--- src/rtl/acc3_frame.sv ---
// acc3_frame: frame accumulator.
//
// Sums a frame of i_len unsigned samples, adding a per-frame bias to every
// sample. The running sum wraps modulo 2^Width and a sticky overflow flag
// records any carry out of the Width-bit accumulator. Each frame ends with a
// one-cycle o_vld pulse. After that pulse, o_sum and o_ovf hold their values
// until the next frame is started.
//
// Ports:
//   i_clkp  - clock; all logic uses the rising edge only
//   i_rstp  - synchronous active-high reset
//   i_start - frame start request; honoured only when idle
//   i_len   - frame length in samples; captured with an accepted i_start
//   i_vld   - sample strobe; honoured only while accumulating
//   i_smp   - unsigned sample
//   i_bias  - unsigned bias added to every sample; captured with i_start
//   o_busy  - a frame is in progress (accumulating or presenting its result)
//   o_vld   - one-cycle pulse that marks a valid frame result
//   o_sum   - frame sum modulo 2^Width
//   o_ovf   - sticky flag: the frame sum exceeded 2^Width-1
//   o_cnt   - number of samples accepted in the current frame
//
// Every output is taken directly from a register, so no input reaches an output
// combinationally.

module acc3_frame #(
   parameter int unsigned Width = 32,
   parameter int unsigned CntW  = 16
) (
   input  logic            i_clkp,
   input  logic            i_rstp,
   input  logic            i_start,
   input  logic [CntW-1:0] i_len,
   input  logic            i_vld,
   input  logic [Width-1:0] i_smp,
   input  logic [Width-1:0] i_bias,
   output logic            o_busy,
   output logic            o_vld,
   output logic [Width-1:0] o_sum,
   output logic            o_ovf,
   output logic [CntW-1:0] o_cnt
);

   localparam logic [1:0] StIdle = 2'd0;
   localparam logic [1:0] StAcc  = 2'd1;
   localparam logic [1:0] StDone = 2'd2;

   logic [1:0]       state_q, state_d;
   logic [Width-1:0] acc_q, acc_d;
   logic [Width-1:0] bias_q, bias_d;
   logic [CntW-1:0]  len_q, len_d;
   logic [CntW-1:0]  cnt_q, cnt_d;
   logic             ovf_q, ovf_d;
   logic             busy_q, busy_d;
   logic             vld_q, vld_d;

   // The sum uses two guard bits. The largest value of acc + smp + bias is
   // 3*(2^Width-1), and that always fits in Width+2 bits, so no carry is lost
   // before the overflow test.
   logic [Width+1:0] ext;
   logic [CntW-1:0]  cnt_inc;

   always_comb begin
      ext     = {2'b00, acc_q} + {2'b00, i_smp} + {2'b00, bias_q};
      cnt_inc = cnt_q + CntW'(1);

      state_d = state_q;
      acc_d   = acc_q;
      bias_d  = bias_q;
      len_d   = len_q;
      cnt_d   = cnt_q;
      ovf_d   = ovf_q;

      case (state_q)
         StIdle: begin
            if (i_start) begin
               len_d  = i_len;
               bias_d = i_bias;
               acc_d  = '0;
               cnt_d  = '0;
               ovf_d  = 1'b0;
               // An empty frame goes straight to DONE and reports a sum of 0.
               state_d = (i_len == '0) ? StDone : StAcc;
            end
         end
         StAcc: begin
            if (i_vld) begin
               acc_d = ext[Width-1:0];
               ovf_d = ovf_q | (ext[Width+1:Width] != 2'b00);
               cnt_d = cnt_inc;
               // The accepted sample that reaches the length ends the frame.
               // The result is presented in the next cycle.
               if (cnt_inc == len_q) begin
                  state_d = StDone;
               end
            end
         end
         StDone: begin
            state_d = StIdle;
         end
         default: begin
            state_d = StIdle;
         end
      endcase

      // o_busy and o_vld are registered decodes of the next state.
      // They therefore line up exactly with the state register.
      busy_d = (state_d != StIdle);
      vld_d  = (state_d == StDone);
   end

   always_ff @(posedge i_clkp) begin
      if (i_rstp) begin
         state_q <= StIdle;
         acc_q   <= '0;
         bias_q  <= '0;
         len_q   <= '0;
         cnt_q   <= '0;
         ovf_q   <= 1'b0;
         busy_q  <= 1'b0;
         vld_q   <= 1'b0;
      end else begin
         state_q <= state_d;
         acc_q   <= acc_d;
         bias_q  <= bias_d;
         len_q   <= len_d;
         cnt_q   <= cnt_d;
         ovf_q   <= ovf_d;
         busy_q  <= busy_d;
         vld_q   <= vld_d;
      end
   end

   assign o_busy = busy_q;
   assign o_vld  = vld_q;
   assign o_sum  = acc_q;
   assign o_ovf  = ovf_q;
   assign o_cnt  = cnt_q;

endmodule

--- config.mk ---
export PLATFORM = sky130hd
export DESIGN_NAME = acc3_frame
export DESIGN_NICKNAME = d
export VERILOG_FILES = /design/src/rtl/acc3_frame.sv
export SDC_FILE = /design/constraint.sdc
export NUM_CORES = 1
export LEC_CHECK = 0
export CAP_MARGIN = 20
export CORE_MARGIN = 2
export CORE_UTILIZATION = 47
export CTS_CLUSTER_SIZE = 25
export DETAILED_ROUTE_END_ITERATION = 8
export PLACE_DENSITY = 0.77
export REMOVE_ABC_BUFFERS = 1
export SLEW_MARGIN = 20
export SYNTH_ARGS = -nofsm -noshare
export SYNTH_HDL_FRONTEND = slang
export SYNTH_SLANG_ARGS = --single-unit
--- constraint.sdc ---
create_clock -name i_clkp -period 4.2 [get_ports i_clkp]
set_input_delay 1.26 -clock i_clkp [delete_from_list [all_inputs] [get_ports i_clkp]]
set_output_delay 1.26 -clock i_clkp [all_outputs]
set_load 0.005 [all_outputs]
# After elaboration in Yosys (flattened, before gate mapping)
# Index checks and enable logic that the tools add are counted.
# Widths: inputs -> output; s select.
[word_totals]
register_bits = 101
latchBits = 0
mem_bits_rw = 0
mem_bits_ro = 0
inputBits = 84
output_inout_bits = 51
wordCells = 38
mem_count = 0
[op_classes]
addsub = 3
n_mul = 0
div_mod_pow = 0
magnitude_cmp = 0
n_eq_ne = 5
n_shift = 0
muxes = 14
bitwise = 1
reduce_logical = 7
[op_table]
columns = ["operator", "n"]
rows = [
  ["$mux 32", 2],
  ["$pmux 32 s2", 1],
  ["$add 33x32->34", 1],
  ["$add 32x32->33", 1],
  ["$mux 16", 2],
  ["$pmux 16 s2", 1],
  ["$add 16x1->16 const B", 1],
  ["$eq 16x16->1", 1],
  ["$logic_not 16->1", 1],
  ["$mux 2", 4],
  ["$reduce_bool 2->1", 3],
  ["$ne 2x2->1 const B", 2],
  ["$pmux 2 s2", 1],
  ["$reduce_and 3->1", 1],
  ["$eq 2x1->1 const B", 1],
  ["$eq 2x2->1 const B", 1],
  ["$logic_not 2->1", 1],
  ["$mux 1", 2],
  ["$pmux 1 s2", 1],
  ["$reduce_and 2->1", 1],
  ["$or 1x1->1", 1],
]

# Longest topological paths before layout
[logic_depth]
depth_word = 6
depth_mapped = 12
ltp_nobuf = 12

# Worst setup path before layout
# No wires, ideal clock.
[synth_path]
kind = "input -> register"
startpoint = "input i_smp[1]"
endpoint = "register acc_q[31] (netlist: o_sum[31])"
setup_ns = 0.117
arrival_time_ns = 4.087
required_ns = 4.083
slack_ns = -0.003
path_stages = 12
n_path_buf = 0
path_cell_list = "fa_1 ha_1 fa_1 a211oi_1 o21ai_1 a2111oi_2 nor3b_1 a31oi_2 nor3_1 nor3_1 xnor2_1 a22o_1"
[synth_via]
elab_chain_cells = 4
[synth_rtl]
columns = ["item", "line_no", "rtl"]
rows = [
  ["from (decl)", "35", "input logic [Width-1:0] i_smp,"],
  ["$add 32x32->33", "64", "ext = {2'b00, acc_q} + {2'b00, i_smp} + {2'b00, bias_q};"],
  ["$add 33x32->34", "64", ""],
  ["$mux 32", "87", "if (i_vld) begin"],
  ["$pmux 32 s2", "74", "case (state_q)"],
  ["to (signal assigned)", "115", "acc_q <= '0;"],
  ["to (signal assigned)", "124", "acc_q <= acc_d;"],
  ["to (decl)", "49", "logic [Width-1:0] acc_q, acc_d;"],
]
# No other way between the ends. The select of a mux whose other input is x is not followed.
# A chain may end at the register's enable or synchronous reset.

# Worst setup path after layout
[layout_path]
startpoint = "input i_smp[0]"
endpoint = "register acc_q[31] (netlist: o_sum[31])"
# Same word-level chain as after synthesis.

==> impl_metrics.tcl <==
set metrics [dict create \
    synth_ff_type "sky130_fd_sc_hd__dfxtp_1" \
    min_delay_worst_endpoint "len_q[12]$_SDFFE_PP0P_" \
    ant_nets 0 \
    sequential_share_of_the_synthesized_area 0.325 \
    dpl.cell_count 1079 \
    max_freq_mhz 245 \
    critical-path-max-stage-delay_ns 0.44 \
    nNetsFinal 1064 \
    count_of_hold_fix_buffers_inserted_at_cts 0 \
    timing.rr.end "o_sum[31]$_SDFFE_PP0P_" \
    cellPowerDensity_nw_per_um2 330 \
    synth.most_common_cell "sky130_fd_sc_hd__nand2_1" \
    max-vdd-ir-drop_mv 0.237 \
    clock_tree.buffer_depth 2 \
    post_synth_inst_count 747 \
    tritoncts.num_buffers 9 \
    drc_errors 0 \
    post_layout_nonfiller_instances 1095 \
    port_buffers 134 \
    critical_path.startpoint_type "input pin" \
    clock-skew-final_ns 0.00489 \
    die_w_um 119 \
    grt_max_degree 75 \
    grt_pass1_wl_um 27900 \
    clock_tree_from_tritoncts "yes" \
    power.total_uw 2800 \
    synth_top_cells_by_area "sky130_fd_sc_hd__dfxtp_1 (32%), sky130_fd_sc_hd__fa_1 (11%), sky130_fd_sc_hd__nand2_1 (9.0%), sky130_fd_sc_hd__a21oi_1 (8.3%), sky130_fd_sc_hd__ha_1 (6.4%)" \
    detailed_place_hpwl_um 12000 \
    postLayoutCoreUtil 0.648 \
    die_height_um 119 \
    std_cell_rows 42 \
    worstPathCellList "clkdlybuf4s50_1 -> fa_2 -> ha_2 -> fa_2 -> a211oi_2 -> o21ai_2 -> a2111oi_4 -> nor3b_2 -> a31oi_2 -> nor3_2 -> nor3_2 -> xnor2_1 -> a22o_1" \
    run_status "finished, final reports clean" \
    regToRegSetupSlack_ns 1.00 \
    pin_count 135 \
    cts_sinks 101 \
    tightest_slew_ns 0.566 \
    number_of_synthesized_flops_with_an_enable_pin 0 \
    antenna_found_initial 0 \
    yosysWarnings 0 \
    cpMaxStageDelayCell "sky130_fd_sc_hd__a2111oi_4" \
    grt_setup_unrepaired "no" \
    postSynthAreaPerCell_um2 8.33 \
    min_period_over_period 0.973 \
    synth_largest_area_cell "sky130_fd_sc_hd__dfxtp_1" \
    wire_length_per_cell_after_detailed_routing_um 15.1 \
    worstSetupStartpoint "i_smp[0]" \
    synth_common_cells "sky130_fd_sc_hd__nand2_1 (150), sky130_fd_sc_hd__a21oi_1 (103), sky130_fd_sc_hd__dfxtp_1 (101)" \
    layout-drive-gt1-share 0.109 \
    grt.overflow.total 0 \
    initial_core_util 0.476 \
    finalCriticalPeriod_ns 4.09 \
    ys_async_sr_fraction 0 \
    timing_max_transition_violations_final 0 \
    netlist_area_um2 6220 \
    gp_routability_congestion 0.929 \
    ys_seq_elements 101 \
    area.growth.synth_to_final_pct 36.3 \
    timing.hold.worst_path_depth 2 \
    relSlewSlack 0.623 \
    vias_per_cell 5.36 \
    critical_path.reg2reg.startpoint "o_sum[1]$_SDFFE_PP0P_" \
    endpoint_kind "flip-flop" \
    timing.reg2reg.worst_path_depth 12 \
    synth_top_area_share 0.325 \
    critical-path-top-delay-family "compound AO/OA/AOI/OAI gates" \
    first_global_vias 5737 \
    coreArea_um2 13100 \
    clock_tree.htree_level_count 3 \
    min_from "len_q[12]$_SDFFE_PP0P_" \
    timing.critical_path.buf_inv 1 \
    worst_skew_pair.late_latency_ns 0.35 \
    timing.max_cap.violations 0 \
    hold_path_class "reg2reg" \
    grt_use_total 0.243 \
    detail_route.wirelength_um 16500 \
    crit_fanout 3 \
    crit_required_ns 4.45 \
    p_leak_uw 0.00347 \
    critical_path_class "in2reg" \
    clkSlewWorstSetupHoldPaths_ns 0.07 \
    die_area_um2 14200 \
    ant_diodes 0 \
    worst-endpoint-arrival_ns 4.33 \
    firstDrtPassIters 5 \
    vias 5865 \
    final_hold_viol_count 0 \
    cts_root_buffer "sky130_fd_sc_hd__clkbuf_16" \
    post_synth_num_cell_types 56 \
    report.final.setup_viol 0 \
    drt_iter0_drc 348 \
]
-- cell families (layout without fill, tap and decap cells) --
| kind of cell | after synthesis | after routing | share of synthesized area |
|---|---|---|---|
| AOI/OAI and AO/OA | 203 | 203 | 0.204 |
| xor gates and xnor gates | 53 | 53 | 0.0746 |
| adders and majority gates | 65 | 65 | 0.170 |
| buffers and inverters | 48 | 220 | 0.0306 |
| DFF | 101 | 101 | 0.325 |
| muxes | 2 | 2 | 0.00342 |
| and+or+nand+nor | 275 | 275 | 0.192 |
-- cell type report --
class / instances / area [um2]
clock buffer: 12 / 256
clock inverter: 3 / 45.0
timing repair buffer: 196 / 1820
fill: 1097 / 4600
multi-input combinational: 598 / 4090
tap: 176 / 220
sequential: 101 / 2020
inverter: 9 / 33.8
-- metrics by stage --
stage,hold WS (ns),area [um2],setup WS [ns],TNS (ns)
after floorplan,0.442,6070,-0.00343,-0.00343
after global placement,0.454,8100,-0.624,-4.90
final,0.470,8490,0.114,0
after detailed placement,0.461,8100,-0.633,-5.15
after CTS,0.470,8440,0.00503,0
after global routing,0.485,8490,0.00293,0
-- state kept, by name, indices dropped and copies added, names as in the netlist --
| signal | count |
|---|---|
| o_busy | 1 |
| o_ovf | 1 |
| bias_q | 32 |
| o_sum | 32 |
| state_q | 2 |
| len_q | 16 |
| o_vld | 1 |
| o_cnt | 16 |
-- metal layers --
metal	vias to the layer above	global-route usage	wire length [um]
met3	17	0.0532	907
met1	2761	0.328	7650
met4	0	0.0506	226
met5	-	0	0
met2	161	0.402	7750
li1	2926	-	-
-- worst max-delay path by stage --
stage / to / cells after the start
4_1_cts: o_ovf$_SDFFE_PP0P_ / 13
3_3_place_gp: o_sum[31]$_SDFFE_PP0P_ / 13
3_5_place_dp: o_sum[31]$_SDFFE_PP0P_ / 13
5_1_grt: o_sum[31]$_SDFFE_PP0P_ / 13
6_report: o_sum[31]$_SDFFE_PP0P_ / 13
2_1_floorplan: o_sum[31]$_SDFFE_PP0P_ / 12
-- worst min-delay path: cells and delay by family, from the launching register on --
kind	cells	cell delay (ns)
AND/OR/NAND/NOR	1	0.05
AO/OA/AOI/OAI	1	0.05
flip-flops	1	0.32
-- report_power, final --
group	internal, uW	switching [uW]	leakage [uW]
logic	451	438	0.00250
registers	1010	45.9	0.000824
clock network	492	370	0.000141
total	1950	854	0.00347
-- layout by cell type (no fill, tap or decap), drive strengths merged, types with 2 or more instances in the layout --
master	count
a2111oi	2
a211oi	4
a21o	8
a21oi	103
a22o	15
a22oi	14
a31oi	5
and2	3
and3	6
buf	63
clkbuf	12
clkdlybuf4s50	132
clkinvlp	2
dfxtp	101
fa	33
ha	32
inv	9
nand2	150
nand3	15
nand3b	4
nand4	9
nor2	59
nor2b	3
nor3	15
nor4	7
o211ai	4
o21a	3
o21ai	29
o21bai	3
o22ai	2
o31a	2
xnor2	33
xor2	20
-- what timing repair did --
item | CTS | global route
cloned | 0 | 0
gates resized for setup | 5 | 9
buffers inserted | 1 | 0
pin swaps | 5 | 14
endpoints found under the setup margin | 4 | 6
Note: power is estimated with default switching activity, not from simulation.
